$ cat src/rtl/reflet_irq_ctrl_if.sv
// CPU data-bus view of the interrupt controller: address, write strobe,
// write data, stall/enable and the registered read-back path.
interface reflet_irq_ctrl_if #(
   parameter int wordsize = 8
);
   logic                enable;
   logic [wordsize-1:0] addr;
   logic [wordsize-1:0] data_in;
   logic                write_en;
   logic [wordsize-1:0] data_out;

   // CPU side drives the bus and samples read data
   modport master (
      output enable,
      output addr,
      output data_in,
      output write_en,
      input  data_out
   );

   // Controller side decodes the bus and returns read data
   modport slave (
      input  enable,
      input  addr,
      input  data_in,
      input  write_en,
      output data_out
   );
endinterface

$ cat src/rtl/reflet_irq_ctrl.sv
// Eight-source interrupt controller feeding the four CPU request lines.
// Each source is synchronised, optionally edge-detected, latched into a
// pending bit, masked and OR-ed in pairs onto one request line.
module reflet_irq_ctrl #(
   parameter int wordsize  = 8,
   parameter int base_addr = 'hF0
) (
   input  logic                clk,
   input  logic                reset,
   reflet_irq_ctrl_if.slave    bus,
   input  logic [7:0]          irq_src,
   output logic [3:0]          interrupt_request
);

   localparam logic [wordsize-1:0] BASE = wordsize'(base_addr);

   logic [7:0]          s1_q, s2_q, s3_q;
   logic [7:0]          pending_q, pending_d;
   logic [7:0]          mask_q, mask_d;
   logic [7:0]          mode_q, mode_d;
   logic [3:0]          irq_q, irq_d;
   logic [wordsize-1:0] dout_q, dout_d;

   logic [3:0] hit;
   logic       wr;
   logic [7:0] set_vec;
   logic [7:0] clr_vec;
   logic [7:0] active;
   logic [2:0] low_idx;
   logic [7:0] status;

   // One decode line per register offset; base need not be 4-aligned
   genvar gi;
   generate
      for (gi = 0; gi < 4; gi++) begin : g_hit
         assign hit[gi] = (bus.addr == BASE + wordsize'(gi));
      end
   endgenerate

   assign wr      = bus.write_en & bus.enable;
   assign set_vec = (mode_q & s2_q & ~s3_q) | (~mode_q & s2_q);
   assign clr_vec = (wr & hit[0]) ? bus.data_in[7:0] : 8'h00;
   assign active  = pending_q & mask_q;

   // Lowest-index active source for the STATUS register
   always_comb begin
      low_idx = 3'd0;
      for (int i = 7; i >= 0; i--) begin
         if (active[i]) low_idx = 3'(i);
      end
   end

   assign status = {|active, 4'b0000, low_idx};

   // Pending/mask/mode next state; a coincident set beats a clear
   always_comb begin
      pending_d = set_vec | (pending_q & ~clr_vec);
      mask_d    = (wr & hit[1]) ? bus.data_in[7:0] : mask_q;
      mode_d    = (wr & hit[2]) ? bus.data_in[7:0] : mode_q;
   end

   // Each request line is the masked OR of one adjacent source pair
   generate
      for (gi = 0; gi < 4; gi++) begin : g_route
         assign irq_d[gi] = |active[2*gi+1:2*gi];
      end
   endgenerate

   // Read mux; unselected addresses return zero so the bus can be OR-ed
   always_comb begin
      dout_d = '0;
      if (hit[0]) dout_d = wordsize'(pending_q);
      if (hit[1]) dout_d = wordsize'(mask_q);
      if (hit[2]) dout_d = wordsize'(mode_q);
      if (hit[3]) dout_d = wordsize'(status);
   end

   // All state registers; reset discards every captured event
   always_ff @(posedge clk or negedge reset) begin
      if (!reset) begin
         s1_q      <= 8'h00;
         s2_q      <= 8'h00;
         s3_q      <= 8'h00;
         pending_q <= 8'h00;
         mask_q    <= 8'h00;
         mode_q    <= 8'h00;
         irq_q     <= 4'h0;
         dout_q    <= '0;
      end else begin
         s1_q      <= irq_src;
         s2_q      <= s1_q;
         s3_q      <= s2_q;
         pending_q <= pending_d;
         mask_q    <= mask_d;
         mode_q    <= mode_d;
         irq_q     <= irq_d;
         dout_q    <= dout_d;
      end
   end

   assign interrupt_request = irq_q;
   assign bus.data_out      = dout_q;

endmodule

$ cat src/flat_wrapper.sv
// flat-port wrapper written by rule: the top's interface ports become plain ports
module reflet_irq_ctrl_flat 
#(
   parameter int wordsize  = 8,
   parameter int base_addr = 'hF0
)
  (clk, reset, irq_src, interrupt_request, bus_enable, bus_addr, bus_data_in, bus_write_en, bus_data_out);
  reflet_irq_ctrl_if #(.wordsize(wordsize)) bus_i ();
  input  logic clk;
  input  logic reset;
  input  logic [7:0] irq_src;
  output logic [3:0] interrupt_request;
  input wire logic [$bits(bus_i.enable)-1:0] bus_enable;
  input wire logic [$bits(bus_i.addr)-1:0] bus_addr;
  input wire logic [$bits(bus_i.data_in)-1:0] bus_data_in;
  input wire logic [$bits(bus_i.write_en)-1:0] bus_write_en;
  output wire logic [$bits(bus_i.data_out)-1:0] bus_data_out;
  assign bus_i.enable = bus_enable;
  assign bus_i.addr = bus_addr;
  assign bus_i.data_in = bus_data_in;
  assign bus_i.write_en = bus_write_en;
  assign bus_data_out = bus_i.data_out;
  reflet_irq_ctrl #(.wordsize(wordsize), .base_addr(base_addr)) u_core (.clk(clk), .reset(reset), .bus(bus_i), .irq_src(irq_src), .interrupt_request(interrupt_request));
endmodule
$ cat config.mk
export PLATFORM = sky130hd
export DESIGN_NAME = reflet_irq_ctrl_flat
export DESIGN_NICKNAME = d
export VERILOG_FILES = /design/src/rtl/reflet_irq_ctrl_if.sv /design/src/rtl/reflet_irq_ctrl.sv /design/src/flat_wrapper.sv
export SDC_FILE = /design/constraint.sdc
export NUM_CORES = 1
export LEC_CHECK = 0
export BUFFER_PORTS_ARGS = -buffer_cell sky130_fd_sc_hd__buf_2
export CAP_MARGIN = 10
export CORE_ASPECT_RATIO = 2
export CORE_MARGIN = 2
export CORE_UTILIZATION = 50
export DETAILED_ROUTE_END_ITERATION = 6
export GPL_ROUTABILITY_DRIVEN = 0
export GPL_TIMING_DRIVEN = 1
export PLACE_DENSITY = 0.85
export SYNTH_ARGS = -nofsm -noshare
export SYNTH_HDL_FRONTEND = slang
export SYNTH_SLANG_ARGS = --single-unit
$ cat constraint.sdc
create_clock -name clk -period 3.6 [get_ports clk]
set_input_delay 0.72 -clock clk [delete_from_list [all_inputs] [get_ports clk]]
set_output_delay 0.72 -clock clk [all_outputs]
set_load 0.02 [all_outputs]
Word-level counts from Yosys, hierarchy flattened
Index checks and enable logic that the tools add are counted.

word-level totals
  flip-flop bits (word level) = 60
  output and inout bits = 12
  logic and storage cells = 44

cells by class
  equal/unequal tests = 4
  multiplexer cells = 13
  bitwise logic cells = 14
  reductions and logical operators = 5

operator list
  kind                                   number
  8-bit AND                              5
  8-bit 2-to-1 mux                       5
  8-bit == test (second input constant)  4
  3-bit 2-to-1 mux                       8
  8-bit inverter                         3
  8-bit bitwise OR                       2
  2-bit OR reduction                     4
  8-bit OR reduction                     1
  1-bit AND                              4

Depth between registers and ports, before layout
  depth after elaboration = 10
  depth in mapped cells = 5
  mapped depth without buffers = 4

Worst setup path before layout
OpenSTA, ideal clock, no wires.

  path type = input to register
  start point = input bus_addr[3]
  end point = register u_core.mode_q[0]
  library setup time = 125 ps
  arrival time = 2,105 ps
  data required time = 3,475 ps
  path slack = 1,370 ps
  stages = 5
  cell sequence = or2_4 > or2_1 > buf_6 > nor4_4 > mux2_2

on the way
  cells in the longest elaborated chain, start to end = 2

RTL lines
  what                  line                   source
  start, declared       flat_wrapper.sv:14     input wire logic [$bits(bus_i.addr)-1:0] bus_addr;
  8-bit == test         reflet_irq_ctrl.sv:36  assign hit[gi] = (bus.addr == BASE + wordsize'(gi));
  1-bit AND             reflet_irq_ctrl.sv:59  mode_d = (wr & hit[2]) ? bus.data_in[7:0] : mode_q;
  end signal, assigned  reflet_irq_ctrl.sv:95  mode_q <= mode_d;
  end, declared         reflet_irq_ctrl.sv:20  logic [7:0] mode_q, mode_d;

Every way passes these cells.
A chain may end at the register's enable or synchronous reset.

Final worst setup path
  start point = input bus_addr[3]
  end point = register u_core.mode_q[3]

The elaborated chain is that of the path after synthesis.

==> metrics.cfg <==
[timing]
tightestPinTransition_ps=934
hold_viol_final=0
fin_tns_setup_ps=0
min_period_ps=2180
slew_headroom_pct=37.6
setup_viol=0
timing.final.ws_setup_ps=1420
hold_ws_ps=346
rsz0062_at_grt=no
clock.fmax_mhz=459
slew_viol_final=0
fin_crit_sh_pct=60.5
fin_worst_skew_ps=5.12

[cts]
cts_tree=yes
ctsResizeCount=0
cts-htree-levels=3
root_buffer=clkbuf_8
insertion_delay_ps=330
holdBufCountCts=0
cts_setup_buffers=0
numCtsBuffers=9
clk_path_buf_depth=2
path_clk_slew_ps=60
cts_sinks=60

[pwr]
seqPwrFrac_pct=49.3
intPower_uw=1130
pwr-share-comb_pct=5.3
pwr-share-clk_pct=45.4
switchingPower_uw=299
swShare_pct=20.9
leakagePower_uw=0.00132
powerDensity_mw_per_mm2=523
vdd_drop_max_mv=0.491

[logic_synthesis]
synthFlopType=dfrtp_1
ys_warn_count=0
synth_seq_area_share_pct=66.8
synth.distinct_cells=25
syn_area_per_cell_um2=13.5
ys_async_sr_fraction_pct=100
synth-edff-count=0
synth.net_count=194
ys_seq_elements=60
synth_area_mm2=0.00225
synthesis.instances=166

[floorplan]
die_h_um=98.8
start_util_pct=51.8
row_count=34
io_pins=40
dieArea_mm2=0.00508
core_mm2=0.00434
fp.dieW_um=51.4

[cells_and_area]
fill_cells=353
area_growth_pct=21.7
final_nets=243
regArea_mm2=0.00150
multi_input_area_um2=713
antenna_cells=0
drive_gt1_share_pct=35.0

[route]
vias=1479
drc=0
wl_per_cell_um=15.0
finalWirelength_mm=4.12
drt_iter0_drc=32
detail-route-antenna-nets=0
drt_first_pass_iters=4
vias_per_cell=5.40

[global_route]
antenna_found_initial=0
grt-ovfl-total=0
grt_pass1_vias=1473
track_usage_pct=19.2
grt_first_pass_wirelength_mm=6.90
grt_max_degree=53

[setup_path]
crit_path_end_kind=flop
r2r_slack_ps=2290
start_kind=input pin
arrival_ps=2390
required_ps=3810
crit_fanout=8
crit_type=input pin to flop

[outcome]
status=finished clean

[place]
place_ws_ps=1060
portBuffers=39
dp_hpwl_mm=2.88

[hold_path]
min_path_type=input pin to asynchronous set/reset pin

[job]
maxCapViolations=0

-- worst paths after layout --
kind,startpoint,cells past startpoint,end
min in group clk,u_core.s1_q[1],0,u_core.s2_q[1]
worst max register to register,u_core.pending_q[7],4,u_core.bus.data_out[7]
worst min-delay path,reset,1,u_core.s1_q[6]
worst min register to register,u_core.s1_q[1],0,u_core.s2_q[1]
max in group asynchronous,reset,2,u_core.s3_q[3]
worst max-delay path,bus_addr[3],5,u_core.mode_q[3]
-- power groups by stage --
stage	registers, µW	logic, µW	clock network, µW
3_5_place_dp	718	74.1	0
6_report	706	75.7	651
4_1_cts	706	74.5	666
2_1_floorplan	718	32.1	0
3_3_place_gp	716	72.2	0
5_1_grt	707	85.3	698
-- layout by cell type, fill, tap and decap left out, drive strengths merged --
cell,instances
a32o,2
mux2i,8
nand2b,2
nor3b,1
a32oi,2
nor4,1
bufinv,2
nor4b,1
clkbuf,11
nor2b,1
mux2,16
and3,1
a22o,13
buf,42
a21oi,5
or2,2
a22oi,1
dfrtp,60
nand4,1
nor2,12
inv,2
nand2,26
clkinv,3
o21ai,5
-- logic make-up after synthesis --
family / count (synthesis) / synth area share [%]
buffers and inverters: 6 / 1.50
and+or+nand+nor: 48 / 10.9
muxes: 24 / 11.6
AOI/OAI and AO/OA: 28 / 9.29
DFF: 60 / 66.8
-- cell usage after synthesis (2+ instances only) --
cell | number | area, µm²
nor2_1 | 12 | 45.0
nand2b_1 | 2 | 12.5
mux2i_1 | 8 | 80.1
a21oi_1 | 5 | 25.0
nand2_1 | 26 | 97.6
inv_1 | 2 | 7.51
o21ai_0 | 5 | 25.0
a32o_1 | 2 | 20.0
a22o_1 | 13 | 114
mux2_2 | 16 | 180
dfrtp_1 | 60 | 1500
a32oi_1 | 2 | 17.5
-- layout make-up --
| cell class | instances | share of cell area (%) |
|---|---|---|
| well taps | 54 | 2.47 |
| repair buffers | 42 | 8.41 |
| flip-flops and latches | 60 | 54.9 |
| inverters | 2 | 0.274 |
| clock buffers | 11 | 5.17 |
| clock inverters | 5 | 2.74 |
| multi-input cells | 100 | 26.1 |
-- layer usage --
metal  share of wire, %  global-route usage (%)  up-vias
met4                3.1                    14.4        0
met2                 56                    31.1       51
met3                4.8                    4.09       10
met1                 36                    21.2      737
li1                   -                       -      681
met5                  0                       0        -
-- through the flow --
step / cells / cell area (µm²) / power (µW) / utilization, %
floorplan: 166 / 2250 / 751 / -
global placement: 257 / 2500 / 789 / 57.6
detailed placement: 257 / 2500 / 792 / 57.6
CTS: 273 / 2720 / 1450 / 62.6
global route: 274 / 2740 / 1490 / 63.1
finish: 274 / 2740 / 1430 / 63.1
-- state kept, by name, indices dropped and copies added (netlist names) --
signal	cells
u_core.mask_q	8
u_core.bus.data_out	8
u_core.s3_q	8
u_core.interrupt_request	4
u_core.pending_q	8
u_core.s1_q	8
u_core.mode_q	8
u_core.s2_q	8
-- worst max-delay path, stage by stage --
cell and delay (ps):
buf_2 90, or2_4 250, or2_1 340, nor4_4 570, mux2_2 410
(Power assumes the default switching activity.)
